## config.mk

```make
export PLATFORM = sky130hd
export DESIGN_NAME = pc_fetch
export DESIGN_NICKNAME = d
export VERILOG_FILES = /design/src/rtl/pc_fetch_pkg.sv /design/src/rtl/next_pc_sel.sv /design/src/rtl/pc_fetch.sv
export SDC_FILE = /design/constraint.sdc
export NUM_CORES = 1
export LEC_CHECK = 0
export CORE_ASPECT_RATIO = 1.25
export CORE_UTILIZATION = 35
export DETAILED_ROUTE_END_ITERATION = 7
export GPL_ROUTABILITY_DRIVEN = 1
export MAX_ROUTING_LAYER = met4
export PLACE_DENSITY_LB_ADDON = 0.15
export SLEW_MARGIN = 20
export SYNTH_ARGS = -nofsm -noshare
export SYNTH_HDL_FRONTEND = slang
export SYNTH_SLANG_ARGS = --single-unit
```

## constraint.sdc

```tcl
create_clock -name clk -period 4.2 [get_ports clk]
set_clock_uncertainty 0.15 [all_clocks]
set_input_delay 1.26 -clock clk [delete_from_list [all_inputs] [get_ports clk]]
set_output_delay 1.26 -clock clk [all_outputs]
set_load 0.03 [all_outputs]
```

## src/rtl/pc_fetch_pkg.sv

```systemverilog
// Shared definitions for the PC fetch unit: FSM state encoding, reset vector,
// MIPS-style opcode/func constants and the packed control-flag bundle.
// Latency: n/a (definitions only). Backpressure: n/a.
package pc_fetch_pkg;

    // Fetch FSM states
    typedef enum logic [2:0] {
        ST_IDLE    = 3'd0,
        ST_REQ     = 3'd1,
        ST_HOLD    = 3'd2,
        ST_RESOLVE = 3'd3,
        ST_HALT    = 3'd4
    } fetch_state_t;

    // First fetch address after reset unless overridden at instantiation
    localparam logic [31:0] RESET_VECTOR_DEF = 32'h0000_0000;

    // Opcode / func field values of the control-flow instructions
    localparam logic [5:0] OP_J    = 6'b000010;
    localparam logic [5:0] OP_JAL  = 6'b000011;
    localparam logic [5:0] OP_BEQ  = 6'b000100;
    localparam logic [5:0] OP_BNEQ = 6'b000101;
    localparam logic [5:0] FUNC_JR = 6'b001000;

    // Resolved control outcome for the held instruction
    typedef struct packed {
        logic jr;
        logic jump;
        logic branch;
        logic bneq;
        logic zero;
    } ctrl_flags_t;

    // Word offset of a conditional branch, sign-extended and scaled to bytes
    function automatic logic [31:0] branch_offset(input logic [15:0] imm);
        return {{14{imm[15]}}, imm, 2'b00};
    endfunction

    // Pseudo-direct jump target: top nibble comes from the delay-slot-free PC+4
    function automatic logic [31:0] jump_target(input logic [31:0] pc_plus4,
                                                input logic [25:0] idx);
        return {pc_plus4[31:28], idx, 2'b00};
    endfunction

endpackage

```

## src/rtl/next_pc_sel.sv

```systemverilog
// Combinational next-PC selector: jr > jump > taken branch > sequential PC+4.
// Latency: 0 cycles (pure combinational). Backpressure: none, no handshake.
// Ports: i_pc_plus4 (PC+4 of held instr), i_instr_idx (instr[25:0]),
//        i_jr_target (rs value), i_ctrl (resolved flags), o_next_pc.
module next_pc_sel
    import pc_fetch_pkg::*;
(
    input  logic [31:0] i_pc_plus4,
    input  logic [25:0] i_instr_idx,
    input  logic [31:0] i_jr_target,
    input  ctrl_flags_t i_ctrl,
    output logic [31:0] o_next_pc
);

    logic        w_br_taken;
    logic [31:0] w_br_target;
    logic [31:0] w_jmp_target;

    // beq takes the branch on Zero, bneq on !Zero
    assign w_br_taken   = i_ctrl.branch & (i_ctrl.zero ^ i_ctrl.bneq);
    // 32-bit adder wraps modulo 2^32 by construction
    assign w_br_target  = i_pc_plus4 + branch_offset(i_instr_idx[15:0]);
    assign w_jmp_target = jump_target(i_pc_plus4, i_instr_idx);

    always_comb begin
        o_next_pc = i_pc_plus4;
        if (i_ctrl.jr) begin
            o_next_pc = i_jr_target;
        end else if (i_ctrl.jump) begin
            o_next_pc = w_jmp_target;
        end else if (w_br_taken) begin
            o_next_pc = w_br_target;
        end
    end

endmodule

```

## src/rtl/pc_fetch.sv

```systemverilog
// Instruction fetch unit: one-outstanding fetch FSM holding the PC, the fetched
// word and its PC+4 until decode accepts it and the control outcome resolves.
// Latency: 1 cycle IDLE->REQ, >=1 cycle in REQ until imem_ack, then HOLD.
// Backpressure: REQ waits on imem_ack, HOLD waits on instr_ready, RESOLVE on resolve_valid.
// Ports: clk, rst_n (sync, active-low); imem_req/imem_addr/imem_ack/imem_rdata to
//        instruction memory; instr/instr_valid/instr_ready/pc_plus4 to decode;
//        resolve_valid + Branch/Bneq/Jump/Jr/Zero/jr_target from control; fault sticky.
module pc_fetch
    import pc_fetch_pkg::*;
#(
    parameter logic [31:0] RESET_VECTOR = RESET_VECTOR_DEF
) (
    input  logic        clk,
    input  logic        rst_n,
    output logic        imem_req,
    output logic [31:0] imem_addr,
    input  logic        imem_ack,
    input  logic [31:0] imem_rdata,
    output logic [31:0] instr,
    output logic        instr_valid,
    input  logic        instr_ready,
    output logic [31:0] pc_plus4,
    input  logic        resolve_valid,
    input  logic        Branch,
    input  logic        Bneq,
    input  logic        Jump,
    input  logic        Jr,
    input  logic        Zero,
    input  logic [31:0] jr_target,
    output logic        fault
);

    fetch_state_t r_state;
    logic [31:0]  r_pc;
    logic [31:0]  r_instr;
    logic [31:0]  r_pc_plus4;
    logic         r_instr_valid;
    logic         r_imem_req;
    logic         r_fault;

    ctrl_flags_t  w_ctrl;
    logic [31:0]  w_next_pc;
    logic [31:0]  w_seq_pc;
    logic         w_misaligned;

    assign w_ctrl = '{jr: Jr, jump: Jump, branch: Branch, bneq: Bneq, zero: Zero};
    assign w_seq_pc = r_pc + 32'd4;

    next_pc_sel u_next_pc_sel (
        .i_pc_plus4  (r_pc_plus4),
        .i_instr_idx (r_instr[25:0]),
        .i_jr_target (jr_target),
        .i_ctrl      (w_ctrl),
        .o_next_pc   (w_next_pc)
    );

    assign w_misaligned = |w_next_pc[1:0];

    // All outputs come straight from flops, so nothing changes between edges.
    // imem_req is only raised on entry to REQ and dropped on the ack, which
    // keeps at most one fetch in flight.
    always_ff @(posedge clk) begin
        if (!rst_n) begin
            r_state       <= ST_IDLE;
            r_pc          <= RESET_VECTOR;
            r_instr       <= 32'h0;
            r_pc_plus4    <= 32'h0;
            r_instr_valid <= 1'b0;
            r_imem_req    <= 1'b0;
            r_fault       <= 1'b0;
        end else begin
            case (r_state)
                ST_IDLE: begin
                    r_imem_req <= 1'b1;
                    r_state    <= ST_REQ;
                end
                ST_REQ: begin
                    if (imem_ack) begin
                        r_instr       <= imem_rdata;
                        r_pc_plus4    <= w_seq_pc;
                        r_imem_req    <= 1'b0;
                        r_instr_valid <= 1'b1;
                        r_state       <= ST_HOLD;
                    end
                end
                ST_HOLD: begin
                    // resolve_valid is deliberately not looked at here; the
                    // outcome is only sampled once RESOLVE is reached.
                    if (instr_ready) begin
                        r_instr_valid <= 1'b0;
                        r_state       <= ST_RESOLVE;
                    end
                end
                ST_RESOLVE: begin
                    if (resolve_valid) begin
                        if (w_misaligned) begin
                            // PC keeps the faulting instruction's address
                            r_fault <= 1'b1;
                            r_state <= ST_HALT;
                        end else begin
                            r_pc       <= w_next_pc;
                            r_imem_req <= 1'b1;
                            r_state    <= ST_REQ;
                        end
                    end
                end
                ST_HALT: begin
                    r_imem_req    <= 1'b0;
                    r_instr_valid <= 1'b0;
                end
                default: begin
                    r_imem_req    <= 1'b0;
                    r_instr_valid <= 1'b0;
                    r_state       <= ST_IDLE;
                end
            endcase
        end
    end

    assign imem_req    = r_imem_req;
    assign imem_addr   = r_pc;
    assign instr       = r_instr;
    assign instr_valid = r_instr_valid;
    assign pc_plus4    = r_pc_plus4;
    assign fault       = r_fault;

endmodule

```

# Yosys cells after proc, flatten, opt, wreduce, memory -nomap -nowiden
# Index checks and enable logic that the tools add are counted.
# word_totals
register_bits	102
inputBits	74
wordCells	47
# op_classes
add_sub_neg	2
n_eq_ne	8
n_mux	15
bitwise_logic	6
n_reduce_logical	9
# op_table
cell	count
$mux W32	3
$add A32 B3 Y32 const B	1
$add A32 B32 Y32	1
$pmux W3 S5	1
$mux W3	4
$reduce_and A3 Y1	3
$ne A2 B2 Y1 const B	4
$reduce_and A4 Y1	2
$eq A3 B2 Y1 const B	2
$mux W1	5
$not A1 Y1	4
$pmux W1 S4	1
$reduce_or A2 Y1	2
$eq A3 B1 Y1 const B	1
$eq A3 B3 Y1 const B	1
$logic_not A3 Y1	1
$pmux W1 S3	1
$reduce_and A2 Y1	1
$and A1 B1 Y1	1
$xor A1 B1 Y1	1

# Longest topological paths before layout
# depth
depth_word	9
mapped_depth	11
mapped_depth_nobuf	11

# Modules after synthesis
# A second synthesis with hierarchy kept.
# hier_totals
hier_cells	937
hier_area_um2	6720.2
# by_module_without_submodules
module	instances	cells_each	area_per_inst_um2	seq_area_each_um2
pc_fetch	1	537	4242.8	2042.0
next_pc_sel	1	400	2477.4	0.0

# Worst setup path after synthesis
# No wires, ideal clock.
# synth_path
path_type	register -> register
start	reg r_instr[15] (netlist: instr[15])
end	reg r_pc[28] (netlist: imem_addr[28])
setup_time_ns	0.060
arrival_time_ns	3.008
slack_ns	0.982
stages_incl_launch_ff	11
n_path_buf	0
cell_sequence	dfxtp_1 -> ha_1 -> a2111oi_4 -> o21ai_1 -> o211a_1 -> a22oi_2 -> a31oi_2 -> o22ai_1 -> xor2_1 -> a2111oi_0 -> a31o_1
# synth_via
elab_chain_cells	4
# synth_rtl
element	line_no	text
start, declared	pc_fetch.sv:35	logic [31:0] r_instr;
start signal, assigned	pc_fetch.sv:79	r_instr <= imem_rdata;
$add A32 B32 Y32	next_pc_sel.sv:22	assign w_br_target = i_pc_plus4 + branch_offset(i_instr_idx[15:0]);
$mux W32	next_pc_sel.sv:31	end else if (w_br_taken) begin
$mux W32	next_pc_sel.sv:29	end else if (i_ctrl.jump) begin
$mux W32	next_pc_sel.sv:27	if (i_ctrl.jr) begin
end signal, assigned	pc_fetch.sv:101	r_pc <= w_next_pc;
end, declared	pc_fetch.sv:34	logic [31:0] r_pc;
# No other way between the ends.
# A chain may end at the register's enable or synchronous reset.

# Worst setup path in the final report
# layout_path
start	reg r_instr[0] (netlist: instr[0])
end	reg r_pc[28] (netlist: imem_addr[28])
# The elaborated chain is that of the path after synthesis.

==> flow_summary_export.csv <==
group,metric,value,unit
yosys,synth-compound-area-share,0.284,
clock_network,cts_tree,"done",
grt,grt_first_pass_wirelength,33400,um
grt,grtUsageTotal,0.244,
floorplanning,rows,54,
clock_network,hold_buffers,0,
sta,setup_slack,906,ps
cells_and_area,area_growth,36.3,%
placed_design,place.gp.congestion,0.895,
detailed_routing,drc,0,
sta,fmax,304,MHz
clock_network,cts_buffers,9,
placed_design,pre_cts_ws,549,ps
detailed_routing,num_vias,6457,
pwr,p_per_area,297,nW/um2
pwr,clkPwrFrac,0.343,
yosys,muxShareOfSynthArea,0.00640,
clock_network,clock_sinks,102,
floorplanning,io_pins,173,
sta,maxSlewHeadroom,0.438,
grt,antenna_found_initial,0,
floorplanning,dieWidth,122,um
yosys,synth_area_leader_cell,"dfxtp_1",
sta,maxSlewViolCount,0,
pwr,p_sw_frac,0.331,
critical_path,worstPathArrival,3450,ps
grt,grt_max_degree,47,
clock_network,clock_latency,360,ps
pwr,p_seq_frac,0.424,
critical_path,max_stage_delay,430,ps
yosys,syn_area,6260,um2
sta,rsz0062_at_grt,"false",
detailed_routing,post_drt_wl_per_cell,17.6,um
detailed_routing,via_per_inst,5.32,
yosys,synth_cells,835,
yosys,ys_top_cells_by_area,"dfxtp_1 (33%), a21oi_1 (8.2%), nand2_1 (8.0%), ha_1 (6.0%), o21ai_0 (4.9%)",
yosys,syn_area_per_cell,7.50,um2
yosys,yosys_warnings,0,
yosys,yosys_register_bits,102,
cells_and_area,multi_input_comb_area,3960,um2
clock_network,cts_resized,0,
outcome,status,"finished clean",
floorplanning,core_area,17500,um2
clock_network,clockBufferDepth,2,
critical_path,crit_path_start_kind,"register",
cells_and_area,n_fill_cell,1757,
yosys,synth_fa_ha_area_frac,0.0632,
cells_and_area,antenna_cells,0,
floorplanning,fp.dieArea,18400,um2
yosys,synth_edf_count,0,
cells_and_area,nets,1090,
yosys,synth-xor-area-share,0.0686,
detailed_routing,wl,21400,um
sta,report.final.hold_viol_count,0,
clock_network,cts_root_buffer,"clkbuf_16",
pwr,p_leak,3.11,nW
critical_path,cpMaxStageDelayCell,"fa_1",
critical_path,crit_chain,"ha_1 > fa_1 > a211oi_1 > o21ai_0 > a21o_1 > a22oi_2 > a31oi_2 > o22ai_1 > xor2_1 > a2111oi_0 > a31o_1",
detailed_routing,drt_pass1_iterations,4,
yosys,async_flop_share,0,
run,maxCapViolCount,0,
pwr,intPower,1.69,mW
floorplanning,start_util,0.358,
yosys,synth_top_family_by_area,"compound AO/OA/AOI/OAI gates",
pwr,p_switching,840,uW
yosys,synth.distinct_cells,60,
pwr,ir_drop,0.172,mV
yosys,seq_area_frac_synth,0.326,
cells_and_area,regArea,2040,um2
worst_hold_path,hp-class,"reg2reg",
placed_design,dpl.hpwl,16100,um
cells_and_area,drive_gt1_frac,0.0545,
critical_path,crit_type,"reg2reg",
critical_path,cp_top_family,"compound AO/OA/AOI/OAI gates",
critical_path,path_buf_inv,0,
yosys,yosys.area.top_type_share,0.326,
floorplanning,die_h,152,um
sta,finalCritPeriodShare,0.784,
yosys,synth_nets,940,
sta,tns,0,ps
clock_network,post_cts_buffers,0,
grt,grt.overflow.total,0,
sta,tightest_slew,835,ps
yosys,synth-simple-area-share,0.210,
grt,grt_pass1_vias,5991,
critical_path,endpoint_kind,"register",
detailed_routing,ant_nets,0,
yosys,ys.flop_type,"dfxtp_1",
detailed_routing,first_iter_violations,288,
placed_design,port_buffers,172,
critical_path,critPathMaxFanout,4,
critical_path,required,4360,ps
clock_network,h-tree-depth,3,
pwr,p_comb_frac,0.233,
pwr,fin_total_pwr,2.53,mW
clock_network,clk_pin_slew,80,ps
sta,period_minus_slack,3290,ps
sta,finalSetupViolCount,0,
-- worst register-to-register path, delay by kind of cell, from the launching register on --
kind                     cells  cell delay [ps]
AO/OA/AOI/OAI                8             1990
XOR/XNOR                     1              100
flip-flops                   1              350
adder cells (fa/ha/maj)      2              670
-- state kept, by name (all words and copies together), names as in the netlist --
name,cells
instr_valid,1
imem_addr,32
fault,1
r_state,3
instr,32
imem_req,1
pc_plus4,32
-- cells by family after synthesis --
family / after synthesis
AO/OA/AOI/OAI: 282
XOR/XNOR: 49
adder cells (fa/ha/maj): 31
buffers and inverters: 68
flip-flops: 102
multiplexers: 4
AND/OR/NAND/NOR: 299
-- synth_stat cells, types with 8 or more instances --
master / instances
nand2b_1: 8
o21a_1: 9
dfxtp_1: 102
xnor2_1: 24
and3_1: 16
xor2_1: 25
a211oi_1: 34
nand2_1: 134
ha_1: 30
inv_1: 15
nor3_1: 12
o21ai_0: 61
a21oi_1: 102
nor2_1: 77
o211ai_1: 15
nand3_1: 25
clkbuf_1: 48
-- power by group through the flow --
stage / Sequential, mW / Clock (mW) / Combinational, mW
2_1_floorplan: 1.16 / 0 / 0.265
3_3_place_gp: 1.10 / 0 / 0.591
3_5_place_dp: 1.10 / 0 / 0.592
4_1_cts: 1.08 / 0.887 / 0.594
5_1_grt: 1.08 / 0.925 / 0.642
6_report: 1.07 / 0.869 / 0.591
-- metrics by stage --
step	instance area [um2]	utilization	cells	hold slack (ps)
after detailed placement	8230	0.471	1198	299
after global placement	8230	0.471	1198	292
after CTS	8530	0.488	1214	311
final	8530	0.488	1214	308
after floorplan	6260	-	835	291
after global routing	8530	0.488	1214	351
-- final timing paths --
path | from | end | slack [ps] | depth (start not counted)
worst min-delay path | instr[30]$_SDFFE_PN0P_ | instr[30]$_SDFFE_PN0P_ | 310 | 2
worst max-delay path | instr[0]$_SDFFE_PN0P_ | imem_addr[28]$_SDFFE_PN0P_ | 910 | 11
worst max register to register | instr[0]$_SDFFE_PN0P_ | imem_addr[28]$_SDFFE_PN0P_ | 910 | 11
worst min register to register | instr[30]$_SDFFE_PN0P_ | instr[30]$_SDFFE_PN0P_ | 310 | 2
-- routing by layer --
layer | share of wire | vias up | GRT usage | wire (um)
li1 | - | 3291 | - | -
met1 | 0.46 | 2982 | 0.315 | 9850
met2 | 0.49 | 166 | 0.398 | 10400
met3 | 0.038 | 18 | 0.0333 | 807
met4 | 0.015 | 0 | 0.0716 | 324
met5 | 0 | - | - | 0
-- area by class of cell --
class                   instances  share of cell area
well taps                     224              0.0328
inverters                      15             0.00660
flip-flops and latches        102               0.239
clock inverters                 7             0.00865
multi-input cells             665               0.465
clock buffers                   9              0.0264
repair buffers                192               0.222
-- cell usage in the layout, fill, tap and decap left out, drive strengths merged, types with 3 or more instances in the layout --
cell,instances
a2111oi,3
a211o,4
a211oi,34
a21boi,3
a21o,6
a21oi,104
a221oi,7
a22oi,6
a31oi,6
and2,3
and3,18
buf,21
clkbuf,9
clkdlybuf4s50,171
dfxtp,102
ha,30
inv,20
mux2i,4
nand2,134
nand2b,8
nand3,25
nand4,6
nor2,77
nor2b,4
nor3,13
nor4,3
o211ai,16
o21a,9
o21ai,63
o21bai,4
o311ai,3
o31ai,4
or3,5
xnor2,24
xor2,25
Note: power is estimated with default switching activity, not from simulation.
